## src/rtl/uart_tx_buffer.sv

```systemverilog
// Byte FIFO feeding a UART transmitter: buffers pushed bytes and hands them out one
// frame at a time, pacing on the transmitter's end-of-transmission status.
module uart_tx_buffer #(
    parameter int unsigned DEPTH = 8
) (
    input  logic                       Clk,
    input  logic                       Rst,
    input  logic [7:0]                 Wr_Data,
    input  logic                       Wr_Valid,
    output logic                       Wr_Ready,
    output logic [7:0]                 Tx_Data,
    output logic                       Tx_Start,
    input  logic                       Tx_EOT,
    output logic [$clog2(DEPTH):0]     Count,
    output logic                       Busy
);

    localparam int unsigned AW = $clog2(DEPTH);
    localparam int unsigned CW = AW + 1;
    localparam logic [CW-1:0] DepthC = CW'(DEPTH);

    typedef enum logic [1:0] {
        StIdle,
        StStart,
        StWaitLow,
        StWaitHigh
    } state_e;

    state_e          state_q;
    logic [7:0]      mem_q [DEPTH];
    logic [AW-1:0]   wr_ptr_q;
    logic [AW-1:0]   rd_ptr_q;
    logic [CW-1:0]   count_q;
    logic            push;
    logic            pop;

    assign Wr_Ready = (count_q < DepthC);
    assign push     = Wr_Valid && Wr_Ready;
    // A pop is the IDLE->START launch of the head byte.
    assign pop      = (state_q == StIdle) && (count_q != '0) && Tx_EOT;

    assign Count = count_q;
    assign Busy  = (state_q != StIdle) || (count_q != '0);

    // Storage is not reset; only pointers and count define what is valid.
    always_ff @(posedge Clk) begin
        if (push && !Rst) begin
            mem_q[wr_ptr_q] <= Wr_Data;
        end
    end

    always_ff @(posedge Clk) begin
        if (Rst) begin
            wr_ptr_q <= '0;
            rd_ptr_q <= '0;
            count_q  <= '0;
        end else begin
            if (push) begin
                wr_ptr_q <= wr_ptr_q + 1'b1;
            end
            if (pop) begin
                rd_ptr_q <= rd_ptr_q + 1'b1;
            end
            unique case ({push, pop})
                2'b10:   count_q <= count_q + 1'b1;
                2'b01:   count_q <= count_q - 1'b1;
                default: count_q <= count_q;
            endcase
        end
    end

    always_ff @(posedge Clk) begin
        if (Rst) begin
            state_q  <= StIdle;
            Tx_Data  <= 8'h00;
            Tx_Start <= 1'b0;
        end else begin
            Tx_Start <= 1'b0;
            unique case (state_q)
                StIdle: begin
                    if (pop) begin
                        Tx_Data  <= mem_q[rd_ptr_q];
                        Tx_Start <= 1'b1;
                        state_q  <= StStart;
                    end
                end
                StStart: begin
                    state_q <= StWaitLow;
                end
                // Wait for the transmitter to acknowledge by dropping EOT, then for frame end.
                StWaitLow: begin
                    if (!Tx_EOT) begin
                        state_q <= StWaitHigh;
                    end
                end
                StWaitHigh: begin
                    if (Tx_EOT) begin
                        state_q <= StIdle;
                    end
                end
                default: state_q <= StIdle;
            endcase
        end
    end

endmodule

```

## config.mk

```make
export PLATFORM = sky130hd
export DESIGN_NAME = uart_tx_buffer
export DESIGN_NICKNAME = d
export VERILOG_FILES = /design/src/rtl/uart_tx_buffer.sv
export SDC_FILE = /design/constraint.sdc
export NUM_CORES = 1
export LEC_CHECK = 0
export BUFFER_PORTS_ARGS = -buffer_cell sky130_fd_sc_hd__buf_2
export CORE_MARGIN = 10
export CORE_UTILIZATION = 50
export CTS_CLUSTER_SIZE = 12
export DETAILED_ROUTE_END_ITERATION = 8
export PLACE_DENSITY = 0.75
export SYNTH_ARGS = -nofsm -noshare
export SYNTH_HDL_FRONTEND = slang
export SYNTH_SLANG_ARGS = --single-unit
```

## constraint.sdc

```tcl
create_clock -name Clk -period 3.7 [get_ports Clk]
set_clock_uncertainty 0.15 [all_clocks]
set_input_delay 0.37 -clock Clk [delete_from_list [all_inputs] [get_ports Clk]]
set_output_delay 0.37 -clock Clk [all_outputs]
set_load 0.02 [all_outputs]
```

Word level (Yosys, flattened, before mapping)
Memory sizes are Yosys's and may differ from the RTL's. A register that Yosys moved wholly into a read port is not among the register bits.
Cells that the tools add are included.
{"block": "totals", "inputBits": 12, "reg_bits": 13, "ram_bits": 64, "memories": 1, "elab_cells": 41, "out_inout_bits": 15}
{"block": "op_classes", "reduce_logical": 13, "magnitude_cmp": 1, "n_eq_ne": 8, "addsub": 4, "bitwise": 1, "mux": 8}
{"name": "mem_q", "depth": 8, "width": 8, "rd": 1, "rd_clocked_by_memory_dff": 1, "write_ports": 1, "line_no": "30", "text": "logic [7:0] mem_q [DEPTH];"}
{"operator": "2-bit one-hot mux with 4 select lines", "n": 1}
{"operator": "4-bit one-hot mux with 2 select lines", "n": 1}
{"operator": "3-bit by 1-bit adder with 3-bit output, second input constant", "n": 2}
{"operator": "2-bit == test, second input constant", "n": 3}
{"operator": "2-bit two-way mux", "n": 3}
{"operator": "2-bit != test, second input constant", "n": 3}
{"operator": "4-bit by 1-bit adder with 4-bit output, second input constant", "n": 1}
{"operator": "2-bit by 1-bit == test with 1-bit output, second input constant", "n": 2}
{"operator": "1-bit logical AND", "n": 4}
{"operator": "4-bit less-than comparator, second input constant", "n": 1}
{"operator": "2-bit nonzero test", "n": 2}
{"operator": "4-bit nonzero test", "n": 1}
{"operator": "4-bit by 1-bit subtractor with 4-bit output, second input constant", "n": 1}
{"operator": "1-bit two-way mux", "n": 3}
{"operator": "3-bit AND reduction", "n": 1}
{"operator": "2-bit logical NOT", "n": 1}
{"operator": "2-bit AND reduction", "n": 1}
{"operator": "2-bit OR reduction", "n": 1}
{"operator": "1-bit logical NOT", "n": 1}
{"operator": "1-bit logical OR", "n": 1}
{"operator": "1-bit inverter", "n": 1}

Depth between registers and ports, before layout
{"block": "logic_depth", "word_depth": 5, "depth_mapped": 12, "ltp_nobuf": 11}

Worst setup path after synthesis
OpenSTA, ideal clock, no wires.
{"block": "synth_timing", "kind": "reg-to-reg", "startpoint": "reg count_q[1] (netlist: Count[1])", "endpoint": "reg count_q[2] (netlist: Count[2])", "path_stages_with_launch": 12, "setup_slack_ns": 0.972, "arrival_time_ns": 2.508, "setup_ns": 0.071, "required_ns": 3.479, "cell_sequence": "dfxtp_1 buf_6 or4_4 and2_4 buf_6 ha_1 xor2_1 ha_1 a21oi_1 xor2_1 or3_1 a21oi_1"}
{"block": "synth_via", "elab_chain_cells": 5}
{"element": "start, declared", "line_no": "33", "text": "logic [CW-1:0] count_q;"}
{"element": "start signal, assigned", "line_no": "65", "text": "2'b10: count_q <= count_q + 1'b1;"}
{"element": "start signal, assigned", "line_no": "66", "text": "2'b01: count_q <= count_q - 1'b1;"}
{"element": "start signal, assigned", "line_no": "67", "text": "default: count_q <= count_q;"}
{"element": "4-bit nonzero test *", "line_no": "40", "text": "assign pop = (state_q == StIdle) && (count_q != '0) && Tx_EOT;"}
{"element": "1-bit logical AND * (2 in a row)", "line_no": "40"}
{"element": "named net pop", "line_no": "35", "text": "logic pop;"}
{"element": "2-bit by 1-bit == test with 1-bit output or 2-bit == test (tied branches)", "line_no": "64", "text": "unique case ({push, pop})"}
{"element": "4-bit one-hot mux with 2 select lines or 2-bit nonzero test (tied branches)"}
Mark *: on every way through the listed nets, which the timed path passes. The rest lies on a longest branch.
A chain may end at the register's enable or synchronous reset.

Worst setup path in the final report
{"block": "layout_timing", "startpoint": "reg count_q[0] (netlist: Count[0])", "endpoint": "reg count_q[2] (netlist: Count[2])"}
{"block": "layout_via", "elab_chain_cells": 5}
{"element": "parallel branches: the longest is 5 deep, another holds 4-bit less-than comparator"}
Several ways; the timed one is not identified.

==> impl_metrics.yaml <==
global_routing:
  grt_start_max_net_pins: 30
  antenna_violations_before_repair: 0
  wire_length_of_the_first_global_routing_pass_mm: 9.98
  globalRouteTotalUtil_pct: 12.8
  grt_overflow: 0
  grt_pass1_vias: 1917
synthesis:
  post_synth_inst_count: 212
  synthesis.area_um2: 3420
  syn_nets: 233
  synth.distinct_cells: 37
  synth_area_per_cell_um2: 16.1
  post_synthesis_sequential_area_ratio_pct: 68.4
  synthesized_flop_and_latch_total: 85
  synth-edff-count: 64
  synthFlopType: "sky130_fd_sc_hd__edfxtp_1"
  fraction_of_registers_with_async_set_or_reset_after_synthesis_pct: 0
  synthesis.yosys.warnings: 0
finish:
  drive_above_1_share_pct: 30.3
  areaGrowthSynthToFinish_pct: 13.2
  number_of_fillers_in_the_final_layout: 505
  ant_diodes: 0
  final_nets: 267
worst_setup_path:
  cp-end-kind: "register"
  worstRegToRegCells: 9
  cp_arrival_ns: 2.82
  worstPathRequired_ns: 3.83
  r2r-end: "Count[2]"
  critical_path_peak_fanout: 13
  setup.reg_to_reg.worst_slack_ns: 1.02
  timing.critical_path.from_type: "register"
  ff_to_ff_start: "Count[0]"
  timing_worst_setup_path_type: "reg2reg"
route:
  routed_wl_mm: 6.31
  route.antenna.remaining_nets: 0
  routedWlPerCell_um: 19.1
  top_layer: "met4"
  wl_met3_um: 270
  met2_wirelength_mm: 3.21
  drt-met1-wl_mm: 2.71
  vias: 1880
  drt_drc: 0
  1st_pass_router_iterations: 6
  vias_per_cell: 5.68
  drtIter0Drc: 68
run_status:
  status: "finished clean"
timing:
  final_clock_period_utilization_by_the_worst_path_pct: 72.5
  max_slew.worst_pin.slew_ns: 0.947
  finalWorstPathRequiredPeriod_ns: 2.68
  postLayoutSetupSlackWorst_ns: 1.02
  final.setup.tns_ns: 0
  max-slew-margin-rel_pct: 36.6
  fmax_ghz: 0.373
  report.final.setup_viol: 0
  finalHoldViolCount: 0
  grt_setup_unrepaired: "no"
  slew_viol_final: 0
floorplanning:
  initial_utilization_pct: 50.9
  core_area_um2: 6720
  die-width_um: 103
  die_span_y_um: 103
  placement_rows: 30
  io-pin-count: 27
  die_area_um2: 10600
clocking:
  clk_latency_ns: 0.36
  largest_buffer_count_on_any_clock_path: 2
  clock_tree.root_cell: "sky130_fd_sc_hd__clkbuf_8"
  tritoncts: "built"
  worst_setup_hold_path_clk_slew_ns: 0.09
  htree_num_levels: 3
  cts.sink_count: 85
  cts_repair_resize_count: 0
  tritoncts.num_buffers: 9
  cts.hold.buffers_added: 0
  cts_setup_buffers: 0
power_and_ir_drop:
  cellPowerDensity_nw_per_um2: 667
  switching_share_pct: 32.4
  net-switching-power_uw: 836
  pwr-share-seq_pct: 47.0
  cell_internal_pwr_mw: 1.75
  cell_leakage_power_nw: 1.34
  clkPwrFrac_pct: 25.9
  power.ir.vdd_worst_uv: 262
  pwr-share-comb_pct: 27.1
place:
  io_buffers: 26
  finalWeightedCongestion: 0.770
  dpl_worst_slack_ns: 1.02
  detailedPlacementHpwl_mm: 4.12
worst_hold_path:
  timing.hold.worst_path_depth: 1
  min_path_type: "in2reg"
  min_to: "mem_q[7][4]"
  hold_path_startpoint: "Wr_Data[4]"
flow_run:
  maxCapViolations: 0
[routing by layer]
| layer | up-vias | global-route usage (%) |
|---|---|---|
| li1 | 883 | - |
| met1 | 944 | 15.0 |
| met2 | 43 | 21.3 |
| met3 | 10 | 3.02 |
| met4 | 0 | 7.17 |
| met5 | - | 0 |
[state kept, by name, summed over array words and instances, names as in the netlist]
signal and cells:
mem_q 64, Tx_Data 8, Count 4, rd_ptr_q 3, wr_ptr_q 3, state_q 2, Tx_Start 1
[Yosys cell counts, types with 2 or more instances]
library cell	instances	area share (%)
sky130_fd_sc_hd__nor2_1	21	2.3
sky130_fd_sc_hd__buf_4	2	0.44
sky130_fd_sc_hd__nor4_1	3	0.55
sky130_fd_sc_hd__nor2b_1	3	0.55
sky130_fd_sc_hd__nand3b_1	2	0.44
sky130_fd_sc_hd__mux4_2	16	11
sky130_fd_sc_hd__mux2i_1	3	0.88
sky130_fd_sc_hd__edfxtp_1	64	56
sky130_fd_sc_hd__ha_1	9	3.3
sky130_fd_sc_hd__nor3_1	9	1.3
sky130_fd_sc_hd__nor4b_1	4	1.0
sky130_fd_sc_hd__o22ai_1	8	1.5
sky130_fd_sc_hd__inv_1	5	0.55
sky130_fd_sc_hd__xnor2_1	3	0.77
sky130_fd_sc_hd__xor2_1	4	1.0
sky130_fd_sc_hd__a21oi_1	3	0.44
sky130_fd_sc_hd__o21ai_0	2	0.29
sky130_fd_sc_hd__buf_6	2	0.66
sky130_fd_sc_hd__nand2_1	6	0.66
sky130_fd_sc_hd__dfxtp_1	21	12
sky130_fd_sc_hd__clkbuf_1	4	0.44
sky130_fd_sc_hd__nand3_1	2	0.29
sky130_fd_sc_hd__nand3_2	2	0.59
[cells in the final DEF (no fill, tap or decap), types with 4 or more instances in the layout]
cell                       synthesis  layout
sky130_fd_sc_hd__dfxtp_1          21      21
sky130_fd_sc_hd__xor2_1            4       4
sky130_fd_sc_hd__nor2_1           21      21
sky130_fd_sc_hd__edfxtp_1         64      64
sky130_fd_sc_hd__clkbuf_8          0       9
sky130_fd_sc_hd__ha_1              9       9
sky130_fd_sc_hd__buf_2             1      26
sky130_fd_sc_hd__nand2_1           6       6
sky130_fd_sc_hd__inv_1             5       5
sky130_fd_sc_hd__nor3_1            9       9
sky130_fd_sc_hd__nor4b_2           0       4
sky130_fd_sc_hd__mux4_2           16      16
sky130_fd_sc_hd__buf_4             2       7
sky130_fd_sc_hd__o22ai_1           8       8
[logic make-up (layout without fill, tap and decap cells)]
group	count (synthesis)	count (layout)	share of synthesized area, %
AO/OA/AOI/OAI	17	17	3.07
XOR/XNOR	7	7	1.79
adder cells (fa/ha/maj)	9	9	3.29
buffers and inverters	15	54	2.34
flip-flops	85	85	68.4
multiplexers	20	20	11.7
AND/OR/NAND/NOR	59	59	9.32
[worst max-delay path by stage]
stage	startpoint	endpoint	slack [ns]	cells after the start
final	Count[0]	Count[2]	1.02	9
after floorplan	Count[1]	Count[2]	0.97	11
after detailed placement	Count[0]	Count[2]	1.02	9
after global routing	state_q[1]	Count[2]	0.80	11
after global placement	Count[0]	Count[2]	1.10	9
after CTS	Count[0]	Count[2]	1.00	9
[critical path, cell delays in order, from the launching register on]
cell                      delay, ns
sky130_fd_sc_hd__dfxtp_1       0.38
sky130_fd_sc_hd__or4_4         0.57
sky130_fd_sc_hd__and2_4        0.22
sky130_fd_sc_hd__ha_1          0.26
sky130_fd_sc_hd__xor2_1        0.17
sky130_fd_sc_hd__ha_1          0.19
sky130_fd_sc_hd__a21oi_1       0.14
sky130_fd_sc_hd__xor2_1        0.09
sky130_fd_sc_hd__or3_1         0.30
sky130_fd_sc_hd__a21oi_1       0.14
[stage by stage]
| step | instance area, um^2 | cells | hold WS, ns | util, % | power, mW |
|---|---|---|---|---|---|
| after floorplan | 3420 | 212 | 0.319 | - | 1.77 |
| after global placement | 3670 | 315 | 0.325 | 54.6 | 1.93 |
| after detailed placement | 3670 | 315 | 0.336 | 54.6 | 1.95 |
| after CTS | 3870 | 331 | 0.112 | 57.7 | 2.62 |
| after global routing | 3870 | 331 | 0.135 | 57.7 | 2.73 |
| final | 3870 | 331 | 0.127 | 57.7 | 2.58 |
[layout make-up]
cell class	instances	area, um^2	area share [%]
inverters	5	18.8	0.484
clock buffers	9	124	3.20
repair buffers	33	183	4.72
clock inverters	7	81.3	2.10
well taps	80	100	2.58
flip-flops and latches	85	2340	60.5
multi-input cells	112	1020	26.5
[power groups by stage]
stage | logic, mW | clock network (mW) | registers, mW
2_1_floorplan | 0.514 | 0 | 1.26
3_3_place_gp | 0.693 | 0 | 1.23
3_5_place_dp | 0.710 | 0 | 1.24
4_1_cts | 0.712 | 0.686 | 1.22
5_1_grt | 0.775 | 0.723 | 1.23
6_report | 0.699 | 0.670 | 1.21
(Power assumes the default switching activity.)
